### config.mk
export PLATFORM = sky130hd
export DESIGN_NAME = instruction_encoder
export DESIGN_NICKNAME = d
export VERILOG_FILES = /design/src/rtl/instruction_encoder.sv
export SDC_FILE = /design/constraint.sdc
export NUM_CORES = 1
export LEC_CHECK = 0
export ABC_AREA = 1
export ABC_CLOCK_PERIOD_IN_PS = 2530
export BUFFER_PORTS_ARGS = -buffer_cell sky130_fd_sc_hd__buf_4
export CORE_MARGIN = 8
export CORE_UTILIZATION = 55
export CTS_BUF_LIST = sky130_fd_sc_hd__clkbuf_2 sky130_fd_sc_hd__clkbuf_4 sky130_fd_sc_hd__clkbuf_8
export CTS_CLUSTER_DIAMETER = 50
export DETAILED_ROUTE_END_ITERATION = 10
export HOLD_SLACK_MARGIN = 0.05
export PLACE_DENSITY = 0.81
export SLEW_MARGIN = 10
export SYNTH_ARGS = -nofsm -noshare
export SYNTH_HDL_FRONTEND = slang
export SYNTH_SLANG_ARGS = --single-unit
### constraint.sdc
create_clock -name clk -period 2.53 [get_ports clk]
set_clock_uncertainty 0.1 [all_clocks]
set_input_delay 0.253 -clock clk [delete_from_list [all_inputs] [get_ports clk]]
set_output_delay 0.253 -clock clk [all_outputs]
set_load 0.02 [all_outputs]
### src/rtl/instruction_encoder.sv
// Instruction encoder: packs request fields into 32-bit instruction words,
// buffers them in a 4-entry FIFO and streams them into instruction memory
// as a load session, closed by a single all-zero terminator word.
module instruction_encoder (
  input  logic        clk,
  input  logic        reset_n,
  input  logic        load_start,
  input  logic [7:0]  load_base,
  input  logic        load_end,
  input  logic        req_valid,
  output logic        req_ready,
  input  logic        req_nop,
  input  logic [3:0]  condition_code,
  input  logic [1:0]  operation_type,
  input  logic        immediate_flag,
  input  logic [3:0]  opcode,
  input  logic        s_bit,
  input  logic [3:0]  rn,
  input  logic [3:0]  rd,
  input  logic [11:0] operand2,
  input  logic [23:0] branch_offset,
  output logic        mem_write_enable,
  output logic [7:0]  mem_address,
  output logic [31:0] mem_write_data,
  input  logic        mem_ready,
  output logic        busy,
  output logic        load_done,
  output logic [8:0]  word_count,
  output logic        illegal_flag
);

  typedef enum logic [2:0] {
    S_IDLE,
    S_LOAD,
    S_FLUSH,
    S_TERM,
    S_DONE
  } state_t;

  localparam int unsigned FIFO_DEPTH = 4;

  state_t      state_q, state_d;
  logic [31:0] fifo_q [FIFO_DEPTH];
  logic [31:0] fifo_d [FIFO_DEPTH];
  logic [1:0]  wr_ptr_q, wr_ptr_d;
  logic [1:0]  rd_ptr_q, rd_ptr_d;
  logic [2:0]  count_q, count_d;
  logic [7:0]  addr_q, addr_d;
  logic [8:0]  wc_q, wc_d;
  logic        illegal_q, illegal_d;

  logic [31:0] enc_word;
  logic        fifo_empty;
  logic        fifo_full;
  logic        accept;
  logic        pop;
  logic        term_write;
  logic        write_fire;

  // Combinational encoding of the request fields into an instruction word
  always_comb begin
    enc_word = '0;
    if (!req_nop) begin
      case (operation_type)
        2'b00:   enc_word = {condition_code, 2'b00, immediate_flag, opcode, s_bit,
                             rn, rd, operand2};
        2'b01:   enc_word = {condition_code, 2'b01, immediate_flag, 1'b1, 1'b1,
                             s_bit, 1'b0, s_bit, rn, rd, operand2};
        2'b10:   enc_word = {condition_code, 3'b101, s_bit, branch_offset};
        default: enc_word = '0;
      endcase
    end
  end

  // Handshake and write-port decode from the registered FIFO/state
  always_comb begin
    fifo_empty       = (count_q == 3'd0);
    fifo_full        = (count_q == 3'(FIFO_DEPTH));
    req_ready        = (state_q == S_LOAD) && !fifo_full;
    accept           = req_valid && req_ready;
    term_write       = (state_q == S_TERM);
    mem_write_enable = !fifo_empty || term_write;
    mem_write_data   = fifo_empty ? '0 : fifo_q[rd_ptr_q];
    mem_address      = addr_q;
    pop              = !fifo_empty && mem_ready;
    write_fire       = mem_write_enable && mem_ready;
    busy             = (state_q != S_IDLE);
    load_done        = (state_q == S_DONE);
    word_count       = wc_q;
    illegal_flag     = illegal_q;
  end

  // Next-state, FIFO bookkeeping and session counters
  always_comb begin
    state_d   = state_q;
    fifo_d    = fifo_q;
    wr_ptr_d  = wr_ptr_q;
    rd_ptr_d  = rd_ptr_q;
    count_d   = count_q;
    addr_d    = addr_q;
    wc_d      = wc_q;
    illegal_d = illegal_q;

    if (write_fire) begin
      addr_d = addr_q + 8'd1;
      if (wc_q != '1) begin
        wc_d = wc_q + 9'd1;
      end
    end

    if (accept) begin
      fifo_d[wr_ptr_q] = enc_word;
      wr_ptr_d         = wr_ptr_q + 2'd1;
      if (!req_nop && (operation_type == 2'b11)) begin
        illegal_d = 1'b1;
      end
    end

    if (pop) begin
      rd_ptr_d = rd_ptr_q + 2'd1;
    end

    // Push and pop in the same cycle leave occupancy unchanged
    case ({accept, pop})
      2'b10:   count_d = count_q + 3'd1;
      2'b01:   count_d = count_q - 3'd1;
      default: count_d = count_q;
    endcase

    case (state_q)
      S_IDLE: begin
        if (load_start) begin
          state_d   = S_LOAD;
          addr_d    = load_base;
          wc_d      = '0;
          illegal_d = 1'b0;
        end
      end
      S_LOAD: begin
        if (load_end) begin
          state_d = S_FLUSH;
        end
      end
      S_FLUSH: begin
        if (fifo_empty) begin
          state_d = S_TERM;
        end
      end
      S_TERM: begin
        if (mem_ready) begin
          state_d = S_DONE;
        end
      end
      S_DONE: begin
        state_d = S_IDLE;
      end
      default: begin
        state_d = S_IDLE;
      end
    endcase
  end

  // State and datapath registers, asynchronously cleared
  always_ff @(posedge clk or negedge reset_n) begin
    if (!reset_n) begin
      state_q   <= S_IDLE;
      for (int unsigned i = 0; i < FIFO_DEPTH; i++) begin
        fifo_q[i] <= '0;
      end
      wr_ptr_q  <= '0;
      rd_ptr_q  <= '0;
      count_q   <= '0;
      addr_q    <= '0;
      wc_q      <= '0;
      illegal_q <= 1'b0;
    end else begin
      state_q   <= state_d;
      fifo_q    <= fifo_d;
      wr_ptr_q  <= wr_ptr_d;
      rd_ptr_q  <= rd_ptr_d;
      count_q   <= count_d;
      addr_q    <= addr_d;
      wc_q      <= wc_d;
      illegal_q <= illegal_d;
    end
  end

endmodule

==> results of run 1 <==
## synth_stat cells
cell type	n	area [um^2]
a211oi_1	1	7.51
a21oi_1	98	490
a31o_2	1	8.76
buf_1	6	22.5
buf_2	25	125
buf_6	2	22.5
clkbuf_1	21	78.8
clkbuf_2	2	10.0
dfrtp_1	156	3900
fa_1	1	20.0
ha_1	7	87.6
inv_1	102	383
inv_2	8	30.0
nand2_1	381	1430
nand2_2	1	6.26
nand3_1	41	205
nand3_4	1	17.5
nand3b_1	1	7.51
nand4_1	3	18.8
nor2_1	54	203
nor2_2	4	25.0
nor2_4	4	45.0
nor3_1	6	30.0
o21a_1	1	7.51
o21ai_0	129	646
o21ai_1	11	55.1
or2_1	4	25.0
xnor2_1	4	35.0
xor2_1	4	35.0
## repair_timing
item	CTS	global route
endpoints found under the hold margin	98	0
resized for setup	0	4
hold buffers	11	0
setup endpoints to repair	0	12
## state kept, by name (all words and copies together), names as in the netlist
signal        count
word_count        9
mem_address       8
illegal_flag      1
state_q           3
wr_ptr_q          2
count_q           3
fifo_q          128
rd_ptr_q          2
## report_power, final
group | internal (uW) | switching [uW] | total, uW | leakage [uW]
Clock | 1090 | 910 | 2000 | 0.000218
Sequential | 3500 | 509 | 4010 | 0.00199
Combinational | 2150 | 3640 | 5790 | 0.00277
## area by class of cell
class | instances | share of cell area (%)
flip-flops and latches | 156 | 40.5
multi-input cells | 757 | 35.3
repair buffers | 153 | 13.0
inverters | 110 | 4.31
clock buffers | 22 | 3.08
well taps | 184 | 2.39
clock inverters | 10 | 1.43
## per-stage QoR
| step | setup slack (ps) | power (uW) | cell area (um^2) | std cells |
|---|---|---|---|---|
| floorplan | 541 | 7660 | 7980 | 1079 |
| global placement | 447 | 9630 | 9090 | 1349 |
| detailed placement | 350 | 9810 | 9090 | 1349 |
| CTS | 48.6 | 11800 | 9630 | 1392 |
| global route | 33.4 | 12700 | 9640 | 1392 |
| finish | 200 | 11800 | 9640 | 1392 |
## worst min-delay path: cells and delay by family
kind | cells | cell delay, ps
buffers and inverters | 1 | 70
AND/OR/NAND/NOR | 4 | 280
## cells in the final DEF (no fill, tap or decap), drive strengths merged
master | netlist | final
ha | 7 | 7
nand4 | 3 | 3
xor2 | 4 | 4
nor2 | 62 | 62
o21a | 1 | 1
clkinvlp | 0 | 2
dfrtp | 156 | 156
clkbuf | 23 | 22
clkinv | 0 | 5
buf | 33 | 142
dlygate4sd3 | 0 | 11
bufinv | 0 | 3
or2 | 4 | 4
xnor2 | 4 | 4
inv | 110 | 110
a31o | 1 | 1
fa | 1 | 1
a211oi | 1 | 1
nand2 | 382 | 382
nand3b | 1 | 1
o21ai | 140 | 140
nand3 | 42 | 42
a21oi | 98 | 98
nor3 | 6 | 6
## cells by family (layout without fill, tap and decap cells)
logic type | Yosys count | in the layout
compound gates | 241 | 241
xor+xnor | 8 | 8
fa+ha+maj | 8 | 8
buf+inv | 166 | 295
flops | 156 | 156
simple gates | 500 | 500
## final timing paths
check	end	slack, ps	cells after the start
setup reg to reg	count_q[2]	330	9
max in group asynchronous	fifo_q[18]	1430	3
hold reg to reg	fifo_q[23]	370	2
min in group asynchronous	fifo_q[29]	220	2
setup / recovery	mem_write_enable	200	6
hold / removal	fifo_q[10]	80	5
## per-layer routing
layer / share of wire [%] / routed length, um / GRT usage (%)
met1: 44 / 9230 / 31.4
met2: 46 / 9660 / 36.7
met3: 7.7 / 1600 / 5.25
met4: 1.7 / 363 / 8.36
met5: 0 / 0 / 0
==> results_dict.tcl, run 1 <==
set metrics [dict create \
    yosysWarnings 0 \
    critPathArrivalTime_ps 1980 \
    status "finished clean" \
    synth_compound_area_share_pct 15.2 \
    drt_first_pass_iters 5 \
    syn-num-nets 1158 \
    hpwl_um 13800 \
    syn_avg_cell_area_um2 7.40 \
    period_share_pct 92.1 \
    fp.coreArea_um2 14400 \
    crit_family "buffers and inverters" \
    reg2reg_from "count_q[0]" \
    max_cap_viol_count 0 \
    maxSlewViolCount 0 \
    grt_overflow 0 \
    cts_buffer_depth 2 \
    required_ps 2180 \
    synth_top_family_by_area "simple AND/OR/NAND/NOR gates" \
    grt_max_degree 67 \
    fmax_mhz 429 \
    vias_per_cell 5.27 \
    rsz0062_at_grt "no" \
    num_vias 7332 \
    p_leak_uw 0.00498 \
    ant_nets 0 \
    critPathMaxStageDelay_ps 410 \
    ys_ff_latch 156 \
    power.density_nw_per_um2 1220 \
    fillers 1217 \
    start_kind "flop" \
    post_drt_wl_per_cell_um 15.0 \
    track_usage_pct 23.5 \
    rows 44 \
    setup-tns-final_ps 0 \
    die_h_um 136 \
    holdWs_ps 79.8 \
    period_minus_slack_ps 2330 \
    synth.distinct_cells 29 \
    hold_viol 0 \
    clock_sinks 156 \
    path_clk_slew_ps 80 \
    n_antenna_cell 0 \
    syn_area_um2 7980 \
    cts_tree "built" \
    setup_viol 0 \
    slowest_stage "dfrtp_1" \
    yosysSeqAreaShare_pct 48.9 \
    multi_input_area_um2 3410 \
    drc_errors 0 \
    num_io_pins 125 \
    relSlewSlack_pct 51.8 \
    worstHoldStart "branch_offset[10]" \
    first_iter_violations 608 \
    cts_buffers 17 \
    vdd_drop_max_mv 0.587 \
    post-route-util_pct 67.1 \
    worstSetupEndpointType "output pin" \
    port_buffers 124 \
    crit_top_cell "nand2_1" \
    wl_um 20900 \
    final_layout_size_suffix_gt1_share_pct 16.1 \
    synth_xor_area_share_pct 0.878 \
    crit_chain "nor2_1, nand2_1, inv_2, buf_6, nand2_1, buf_4" \
    synth_mux_area_share_pct 0 \
    dieArea_um2 18600 \
    clockRootBuffer "clkbuf_8" \
    tightestPinTransition_ps 716 \
    grt_first_pass_wirelength_um 34700 \
    synth_cells 1079 \
    syn2layout_area_growth_pct 20.8 \
    synth_fa_ha_area_share_pct 1.35 \
    seqCellArea_um2 3910 \
    antenna_found_initial 0 \
    ctsHtreeMaxLevel 4 \
    die_w_um 136 \
    nNetsFinal 1274 \
    initial_core_util_pct 55.5 \
    synth-simple-area-share_pct 25.2 \
    gp_congestion 0.861 \
    clkLatencyLatePin_ps 450 \
    worstSetupStartpoint "count_q[0]" \
    grt_pass1_vias 7199 \
    cp_max_fo 34 \
    post_cts_buffers 0 \
    path_class "flop to output pin" \
    min_path_type "primary input to flop" \
    path_buf_inv 3 \
]
Power figures use the tool's default switching activity.
==> inputs of run 2 (changes only) <==
--- a/config.mk
+++ b/config.mk
@@ -9,12 +9,12 @@
 export ABC_CLOCK_PERIOD_IN_PS = 2530
 export BUFFER_PORTS_ARGS = -buffer_cell sky130_fd_sc_hd__buf_4
 export CORE_MARGIN = 8
-export CORE_UTILIZATION = 55
+export CORE_UTILIZATION = 40
 export CTS_BUF_LIST = sky130_fd_sc_hd__clkbuf_2 sky130_fd_sc_hd__clkbuf_4 sky130_fd_sc_hd__clkbuf_8
 export CTS_CLUSTER_DIAMETER = 50
 export DETAILED_ROUTE_END_ITERATION = 10
 export HOLD_SLACK_MARGIN = 0.05
-export PLACE_DENSITY = 0.81
+export PLACE_DENSITY = 0.63
 export SLEW_MARGIN = 10
 export SYNTH_ARGS = -nofsm -noshare
 export SYNTH_HDL_FRONTEND = slang
==> run 2 against run 1 <==
  * Worst hold slack worse by 9.6 ps
  * Critical path type unchanged
  * Design area is 0.67% higher
  * Utilization is 17 points lower
  * Via count is 3.0% lower
  * Fmax is 1.0% lower
==> results_dict.tcl, run 2 (same netlist as run 1, synthesis figures left out) <==
set metrics [dict create \
    setup-tns-final_ps 0 \
    grt_use_met1_pct 25.7 \
    first_iter_violations 436 \
    timing.rr.end "count_q[2]" \
    cts_tree "built" \
    grt_pass1_vias 6791 \
    cts_buffers 17 \
    timing.final.ws_setup_ps 175 \
    p_total_uw 11600 \
    worstHoldPathCells 4 \
    antenna_found_initial 0 \
    largest_reg_flops 128 \
    start_kind "flop" \
    top_usage_layer "met2" \
    grt_first_pass_wirelength_um 35600 \
    vias_per_cell 4.82 \
    cts_buffer_depth 2 \
    reg2reg_from "count_q[0]" \
    rrSetupSlack_ps 410 \
    tightestPinTransition_ps 731 \
    ctsHtreeMaxLevel 4 \
    period_minus_slack_ps 2350 \
    p_leak_uw 0.00496 \
    port_buffers 124 \
    nNetsFinal 1276 \
    die_h_um 157 \
    clockRootBuffer "clkbuf_8" \
    die_w_um 157 \
    setup_viol 0 \
    met3_usage_pct 3.84 \
    track_usage_pct 18.2 \
    initial_core_util_pct 40.9 \
    dieArea_um2 24700 \
    period_share_pct 93.1 \
    grt_overflow 0 \
    power.density_nw_per_um2 1190 \
    cp_max_fo 34 \
    required_ps 2180 \
    post_drt_wl_per_cell_um 14.8 \
    hold_viol 0 \
    max_cap_viol_count 0 \
    critPathArrivalTime_ps 2000 \
    worstHoldStart "load_end" \
    hpwl_um 14300 \
    status "finished clean" \
    reg2regPathDepth 9 \
    num_io_pins 125 \
    rsz0062_at_grt "no" \
    layout_commonest_cell "nand2_1" \
    min_path_type "primary input to flop" \
    grt_max_degree 67 \
    wl_um 21800 \
    worstSetupEndpointType "output pin" \
    drc_errors 0 \
    path_clk_slew_ps 80 \
    maxSlewViolCount 0 \
    num_vias 7114 \
    fp.coreArea_um2 19500 \
    mostFrequentLayoutCells "381 x nand2_1, 155 x dfrtp_1, 135 x buf_4" \
    dp_slack_ps 419 \
    rows 51 \
    gp_congestion 0.801 \
    vdd_drop_max_mv 0.533 \
    final_layout_size_suffix_gt1_share_pct 16.1 \
    drt_first_pass_iters 5 \
    post-route-util_pct 49.7 \
    ant_nets 0 \
    clock_sinks 156 \
    n_antenna_cell 0 \
    clkLatencyLatePin_ps 450 \
    largest-register "fifo_q" \
    syn2layout_area_growth_pct 21.6 \
    fmax_mhz 425 \
    fillers 1985 \
    relSlewSlack_pct 51.2 \
    path_class "flop to output pin" \
    min_to "state_q[1]" \
    grt_util_met2_pct 27.8 \
]
[run 2: changes by cell type in the layout (fill, tap and decap cells not counted)]
cell,change
clkbuf_4,+1
clkbuf_8,-1
bufinv_16,-2
clkinv_2,+1
inv_6,+1
clkinvlp_4,+1
buf_4,+1
clkinv_4,-1
dlygate4sd3_1,+1
[run 2: routing by layer]
metal,part of all wire [%],wire [um],vias to the layer above
li1,-,-,3640
met1,49,10800,3278
met2,44,9650,180
met3,5.4,1170,16
met4,0.87,190,0
met5,0,0,-
[run 2: per-stage QoR]
step / instances / instance area (um^2) / hold WS [ps]
after floorplan: 1079 / 7980 / -143
after global placement: 1431 / 9200 / 146
after detailed placement: 1431 / 9200 / 144
after CTS: 1475 / 9700 / 50.4
after global routing: 1475 / 9710 / 69.6
final: 1475 / 9710 / 70.2
[run 2: critical path: stages (launching register included)]
cell and delay (ps):
dfrtp_1 410, nor2_1 190, nand2_1 130, inv_2 80, buf_6 300, nand2_1 220, buf_4 210
[run 2: worst max path at each step]
stage / from / end / slack [ps] / cells past startpoint
after global routing: count_q[0] / mem_write_enable / 30 / 6
after CTS: rd_ptr_q[0] / mem_write_data[24] / 20 / 6
after global placement: count_q[0] / count_q[2] / 450 / 9
after floorplan: count_q[0] / count_q[2] / 540 / 9
after detailed placement: count_q[0] / count_q[2] / 420 / 9
final: count_q[0] / mem_write_enable / 180 / 6
[run 2: power breakdown]
part	leakage [uW]	switching, uW	internal, uW
logic	0.00278	3610	2140
registers	0.00199	504	3500
clock network	0.000192	939	875
total	0.00496	5060	6520
[run 2: area by class of cell]
type / instances / area [um^2] / area share, %
clock inverters: 10 / 90.1 / 0.928
well taps: 265 / 332 / 3.42
repair buffers: 155 / 1270 / 13.1
clock buffers: 22 / 290 / 2.99
multi-input cells: 757 / 3410 / 35.1
inverters: 110 / 415 / 4.28
flip-flops and latches: 156 / 3910 / 40.2
[run 2: timing repair]
action	4_1_cts	5_1_grt
resized for setup	0	4
hold buffers	12	0
endpoints found under the hold margin	63	0
endpoints found under the setup margin	0	20
setup buffers	0	0
